File: config.mk
export PLATFORM = sky130hd
export DESIGN_NAME = fp_add_result_buffer_flat
export DESIGN_NICKNAME = d
export VERILOG_FILES = /design/src/rtl/fp_add_result_buffer_if.sv /design/src/rtl/fp_add_result_buffer.sv /design/src/flat_wrapper.sv
export SDC_FILE = /design/constraint.sdc
export NUM_CORES = 1
export LEC_CHECK = 0
export BUFFER_PORTS_ARGS = -buffer_cell sky130_fd_sc_hd__buf_2
export CORE_ASPECT_RATIO = 1.75
export CORE_MARGIN = 1
export CORE_UTILIZATION = 25
export CTS_CLUSTER_SIZE = 28
export DETAILED_ROUTE_END_ITERATION = 16
export HOLD_SLACK_MARGIN = 0.1
export PLACE_DENSITY = 0.38
export REMOVE_ABC_BUFFERS = 1
export SETUP_SLACK_MARGIN = 0.5
export SLEW_MARGIN = 15
export SYNTH_ARGS = -nofsm -noshare
export SYNTH_HDL_FRONTEND = slang
export SYNTH_SLANG_ARGS = --single-unit
export TNS_END_PERCENT = 5
File: constraint.sdc
create_clock -name clk -period 5.2 [get_ports clk]
set_clock_uncertainty 0.15 [all_clocks]
set_input_delay 0.78 -clock clk [delete_from_list [all_inputs] [get_ports clk]]
set_output_delay 0.78 -clock clk [all_outputs]
set_load 0.01 [all_outputs]
File: src/rtl/fp_add_result_buffer_if.sv
// Handshake bundle between the FP adder, the result buffer and its consumer.
// Ports: in_* (adder -> buffer, valid/ready), out_* (buffer -> consumer, valid/ready).
interface fp_add_result_buffer_if;
    logic        in_valid;
    logic        in_ready;
    logic [31:0] in_result;
    logic        in_overflow;
    logic        in_underflow;
    logic        out_valid;
    logic        out_ready;
    logic [31:0] out_result;
    logic        out_overflow;
    logic        out_underflow;
    logic        out_nan;

    modport master (
        output in_valid, in_result, in_overflow, in_underflow, out_ready,
        input  in_ready, out_valid, out_result, out_overflow, out_underflow,
        input  out_nan
    );

    modport slave (
        input  in_valid, in_result, in_overflow, in_underflow, out_ready,
        output in_ready, out_valid, out_result, out_overflow, out_underflow,
        output out_nan
    );
endinterface

File: src/rtl/fp_add_result_buffer.sv
// Result FIFO behind the FP adder with sticky overflow/underflow/NaN status.
// Ports: clk, rst_n (async low), bus (slave), count, flag_clr, sticky_*.
module fp_add_result_buffer #(
    parameter int DEPTH = 4
) (
    input  logic                       clk,
    input  logic                       rst_n,
    fp_add_result_buffer_if.slave      bus,
    output logic [$clog2(DEPTH):0]     count,
    input  logic                       flag_clr,
    output logic                       sticky_overflow,
    output logic                       sticky_underflow,
    output logic                       sticky_nan
);
    localparam int PTR_W = $clog2(DEPTH);
    localparam logic [PTR_W:0]   CNT_FULL = (PTR_W + 1)'(DEPTH);
    localparam logic [PTR_W:0]   CNT_ONE  = (PTR_W + 1)'(1);
    localparam logic [PTR_W-1:0] PTR_ONE  = PTR_W'(1);

    typedef struct packed {
        logic [31:0] result;
        logic        ovf;
        logic        udf;
        logic        nan;
    } entry_t;

    entry_t           mem [DEPTH];
    entry_t           head;
    logic [PTR_W-1:0] wr_ptr;
    logic [PTR_W-1:0] rd_ptr;
    logic             push;
    logic             pop;
    logic             in_nan;

    assign bus.in_ready  = (count < CNT_FULL);
    assign bus.out_valid = (count != '0);

    assign push = bus.in_valid && bus.in_ready;
    assign pop  = bus.out_valid && bus.out_ready;

    assign in_nan = (bus.in_result[30:23] == 8'hFF) &&
                    (bus.in_result[22:0] != 23'd0);

    // Storage is not reset, so the head is masked until an entry exists.
    assign head = mem[rd_ptr];

    assign bus.out_result    = bus.out_valid ? head.result : 32'd0;
    assign bus.out_overflow  = bus.out_valid && head.ovf;
    assign bus.out_underflow = bus.out_valid && head.udf;
    assign bus.out_nan       = bus.out_valid && head.nan;

    always_ff @(posedge clk) begin
        if (push) begin
            mem[wr_ptr] <= '{
                result: bus.in_result,
                ovf:    bus.in_overflow,
                udf:    bus.in_underflow,
                nan:    in_nan
            };
        end
    end

    always_ff @(posedge clk or negedge rst_n) begin
        if (!rst_n) begin
            wr_ptr <= '0;
            rd_ptr <= '0;
            count  <= '0;
        end else begin
            if (push) wr_ptr <= wr_ptr + PTR_ONE;
            if (pop)  rd_ptr <= rd_ptr + PTR_ONE;
            unique case (1'b1)
                push && !pop: count <= count + CNT_ONE;
                pop && !push: count <= count - CNT_ONE;
                default:      count <= count;
            endcase
        end
    end

    // A flag raised by a push in the clearing cycle survives the clear.
    always_ff @(posedge clk or negedge rst_n) begin
        if (!rst_n) begin
            sticky_overflow  <= 1'b0;
            sticky_underflow <= 1'b0;
            sticky_nan       <= 1'b0;
        end else if (flag_clr) begin
            sticky_overflow  <= push && bus.in_overflow;
            sticky_underflow <= push && bus.in_underflow;
            sticky_nan       <= push && in_nan;
        end else begin
            sticky_overflow  <= sticky_overflow  | (push && bus.in_overflow);
            sticky_underflow <= sticky_underflow | (push && bus.in_underflow);
            sticky_nan       <= sticky_nan       | (push && in_nan);
        end
    end
endmodule

File: src/flat_wrapper.sv
// flat-port wrapper written by rule: the top's interface ports become plain ports
module fp_add_result_buffer_flat 
#(
    parameter int DEPTH = 4
)
  (clk, rst_n, count, flag_clr, sticky_overflow, sticky_underflow, sticky_nan, bus_in_valid, bus_in_result, bus_in_overflow, bus_in_underflow, bus_out_ready, bus_in_ready, bus_out_valid, bus_out_result, bus_out_overflow, bus_out_underflow, bus_out_nan);
  fp_add_result_buffer_if bus_i ();
  input  logic clk;
  input  logic rst_n;
  output logic [$clog2(DEPTH):0] count;
  input  logic flag_clr;
  output logic sticky_overflow;
  output logic sticky_underflow;
  output logic sticky_nan;
  input wire logic [$bits(bus_i.in_valid)-1:0] bus_in_valid;
  input wire logic [$bits(bus_i.in_result)-1:0] bus_in_result;
  input wire logic [$bits(bus_i.in_overflow)-1:0] bus_in_overflow;
  input wire logic [$bits(bus_i.in_underflow)-1:0] bus_in_underflow;
  input wire logic [$bits(bus_i.out_ready)-1:0] bus_out_ready;
  output wire logic [$bits(bus_i.in_ready)-1:0] bus_in_ready;
  output wire logic [$bits(bus_i.out_valid)-1:0] bus_out_valid;
  output wire logic [$bits(bus_i.out_result)-1:0] bus_out_result;
  output wire logic [$bits(bus_i.out_overflow)-1:0] bus_out_overflow;
  output wire logic [$bits(bus_i.out_underflow)-1:0] bus_out_underflow;
  output wire logic [$bits(bus_i.out_nan)-1:0] bus_out_nan;
  assign bus_i.in_valid = bus_in_valid;
  assign bus_i.in_result = bus_in_result;
  assign bus_i.in_overflow = bus_in_overflow;
  assign bus_i.in_underflow = bus_in_underflow;
  assign bus_i.out_ready = bus_out_ready;
  assign bus_in_ready = bus_i.in_ready;
  assign bus_out_valid = bus_i.out_valid;
  assign bus_out_result = bus_i.out_result;
  assign bus_out_overflow = bus_i.out_overflow;
  assign bus_out_underflow = bus_i.out_underflow;
  assign bus_out_nan = bus_i.out_nan;
  fp_add_result_buffer #(.DEPTH(DEPTH)) u_core (.clk(clk), .rst_n(rst_n), .bus(bus_i), .count(count), .flag_clr(flag_clr), .sticky_overflow(sticky_overflow), .sticky_underflow(sticky_underflow), .sticky_nan(sticky_nan));
endmodule
==> impl_metrics.env <==
export IMPL_area_delta_synth_final_pct=22.3
export IMPL_critPathCapture="bus_out_underflow"
export IMPL_required_ps=4270
export IMPL_finalCriticalPeriod_ps=3500
export IMPL_die_area_um2=24400
export IMPL_crit_buf_inv=2
export IMPL_detail_route_antenna_nets=0
export IMPL_r2r_end="u_core.mem[1][9]"
export IMPL_grt_use_total=0.115
export IMPL_cts_htree_levels=4
export IMPL_r2r_slack_ps=2710
export IMPL_ys_seq_area_frac=0.750
export IMPL_path_cells="buf_4, mux4_1, and2_1, buf_2"
export IMPL_overflow=0
export IMPL_cp_arrival_ps=2570
export IMPL_crit_family="buffers and inverters"
export IMPL_clk_pin_slew_ps=60
export IMPL_final_nets=421
export IMPL_slew_headroom=0.289
export IMPL_grt_pass1_vias=3292
export IMPL_async_flop_share=0.0667
export IMPL_final_layout_size_suffix_gt1_frac=0.380
export IMPL_avgViaCountPerCell=4.22
export IMPL_postPlaceCellArea_um2=6640
export IMPL_final_common_cell="edfxtp_1"
export IMPL_p_switching_uw=1210
export IMPL_combPwrFrac=0.290
export IMPL_synthCells=286
export IMPL_initialDrtViolationCount=131
export IMPL_r2r_start="u_core.count[2]"
export IMPL_p_seq_frac=0.408
export IMPL_routed_wl_mm=13.2
export IMPL_worst_pin_slew_ps=1070
export IMPL_max_vdd_ir_drop_v=0.000262
export IMPL_die_y_um=206
export IMPL_synth_ff_type="edfxtp_1"
export IMPL_setup_viol=0
export IMPL_cts_resized_gates=0
export IMPL_die_x_um=119
export IMPL_ios=82
export IMPL_synth_warnings=0
export IMPL_multi_input_area_um2=1340
export IMPL_startpoint="u_core.rd_ptr[0]"
export IMPL_power_density_nw_per_um2=561
export IMPL_firstDrtPassIters=4
export IMPL_syn_avg_cell_area_um2=20.8
export IMPL_status="finished, final reports clean"
export IMPL_timing_final_max_slew_violations=0
export IMPL_pwr_share_clk=0.302
export IMPL_coreArea_um2=23300
export IMPL_rows=74
export IMPL_ys_types=24
export IMPL_fin_crit_sh=0.672
export IMPL_seq_area_um2=4460
export IMPL_portBuffers=81
export IMPL_hold_start="u_core.count[0]"
export IMPL_r2r_cells=2
export IMPL_p_int_uw=2860
export IMPL_p_leak_uw=0.00251
export IMPL_cap_violations=0
export IMPL_netSwitchingFraction=0.298
export IMPL_cp_start_kind="flop"
export IMPL_vias=2936
export IMPL_max_stage_delay_ps=660
export IMPL_cts_sinks=150
export IMPL_rsz0062_at_grt="no"
export IMPL_routed_wire_length_per_instance_um=19.0
export IMPL_path_depth=4
export IMPL_gp_congestion=0.655
export IMPL_dp_cells=660
export IMPL_clockRootBuffer="clkbuf_16"
export IMPL_setup_tns_ps=0
export IMPL_grt_max_degree=38
export IMPL_syn_area_um2=5940
export IMPL_fmax_ghz=0.286
export IMPL_synth_seq_cells=150
export IMPL_holdWs_ps=367
export IMPL_cts_tree="yes"
export IMPL_drc_errors=0
export IMPL_layout_common_cells="edfxtp_1 (140), buf_2 (81), and2_1 (35)"
export IMPL_worstSetupPathType="reg -> out"
export IMPL_grt_pass1_wl_mm=19.9
export IMPL_cts_buffer_depth=2
export IMPL_cts_buffers=17
export IMPL_worst_path_max_fanout=26
export IMPL_synth_edf_count=140
export IMPL_start_util=0.255
export IMPL_clock_latency_ps=420
export IMPL_fill_cells=2328
export IMPL_crit_slowest_cell="mux4_1"
export IMPL_end_kind="primary output"
export IMPL_stdcell_area_um2=7270
export IMPL_antenna_found_initial=3
export IMPL_hold_class="reg -> reg"
export IMPL_stdcell_count=695
export IMPL_hold_violations=0
export IMPL_hpwl_mm=7.97
-- area by class of cell --
type                    count  share of cell area
diodes                      2            0.000689
clock buffers              24              0.0768
clock inverters             8             0.00758
inverters                  10             0.00517
multi-input cells         113               0.185
flip-flops and latches    150               0.613
well taps                 304              0.0524
repair buffers             84              0.0592
-- cells by family after synthesis --
group / after synthesis / synth area share
buffers and inverters: 23 / 0.0253
muxes: 35 / 0.137
DFF: 150 / 0.750
xor gates and xnor gates: 6 / 0.00884
AOI/OAI and AO/OA: 5 / 0.00442
adders and majority gates: 6 / 0.0139
and+or+nand+nor: 61 / 0.0609
-- registers in the layout, summed over array words and instances (netlist names) --
register,count
u_core.mem,140
u_core.count,3
u_core.rd_ptr,2
u_core.wr_ptr,2
u_core.sticky_nan,1
u_core.sticky_overflow,1
u_core.sticky_underflow,1
-- stage by stage --
stage / util / worst slack [ps] / total power (uW)
after floorplan: - / 1950 / 2400
after global placement: 0.284 / 2050 / 2920
after detailed placement: 0.284 / 2040 / 2940
after CTS: 0.311 / 1580 / 4170
after global routing: 0.311 / 1510 / 4300
final: 0.311 / 1700 / 4070
-- layer usage --
layer,GRT usage,up-vias,part of all wire
li1,-,1315,-
met1,0.120,1540,0.39
met2,0.211,65,0.55
met3,0.0292,14,0.034
met4,0.0601,2,0.020
met5,0,-,0.00099
-- worst min path at each step --
stage               slack (ps)                     end  cells after the start
finish                     370         u_core.count[0]                      1
global route               400         u_core.count[0]                      1
CTS                        380         u_core.count[0]                      1
detailed placement         360  u_core.sticky_overflow                      2
global placement           360  u_core.sticky_overflow                      2
floorplan                  330         u_core.count[0]                      0
-- power by group through the flow --
stage / clock [uW] / sequential [uW] / combinational, uW
2_1_floorplan: 0 / 1680 / 717
3_3_place_gp: 0 / 1690 / 1230
3_5_place_dp: 0 / 1700 / 1240
4_1_cts: 1260 / 1670 / 1240
5_1_grt: 1290 / 1690 / 1310
6_report: 1230 / 1660 / 1180
-- cell usage after synthesis (2+ instances only) --
master / instances / area [um2]
buf_12: 3 / 60.1
inv_1: 10 / 37.5
ha_1: 5 / 62.6
clkbuf_1: 3 / 11.3
dfrtp_1: 10 / 250
o21ai_0: 4 / 20.0
and2_1: 39 / 244
xor2_1: 2 / 17.5
buf_2: 6 / 30.0
or3_1: 2 / 12.5
nor3_1: 2 / 10.0
mux4_1: 7 / 184
mux4_2: 28 / 631
nand4_1: 3 / 18.8
nor4_1: 5 / 31.3
nor2_1: 2 / 7.51
xnor2_1: 4 / 35.0
nand2_1: 6 / 22.5
edfxtp_1: 140 / 4200
-- repair_timing --
action                                 CTS  global route
endpoints found under the hold margin   10             0
hold buffers                             1             0
buffers inserted                         0             0
No activity file was read; power rests on OpenSTA's default activity.
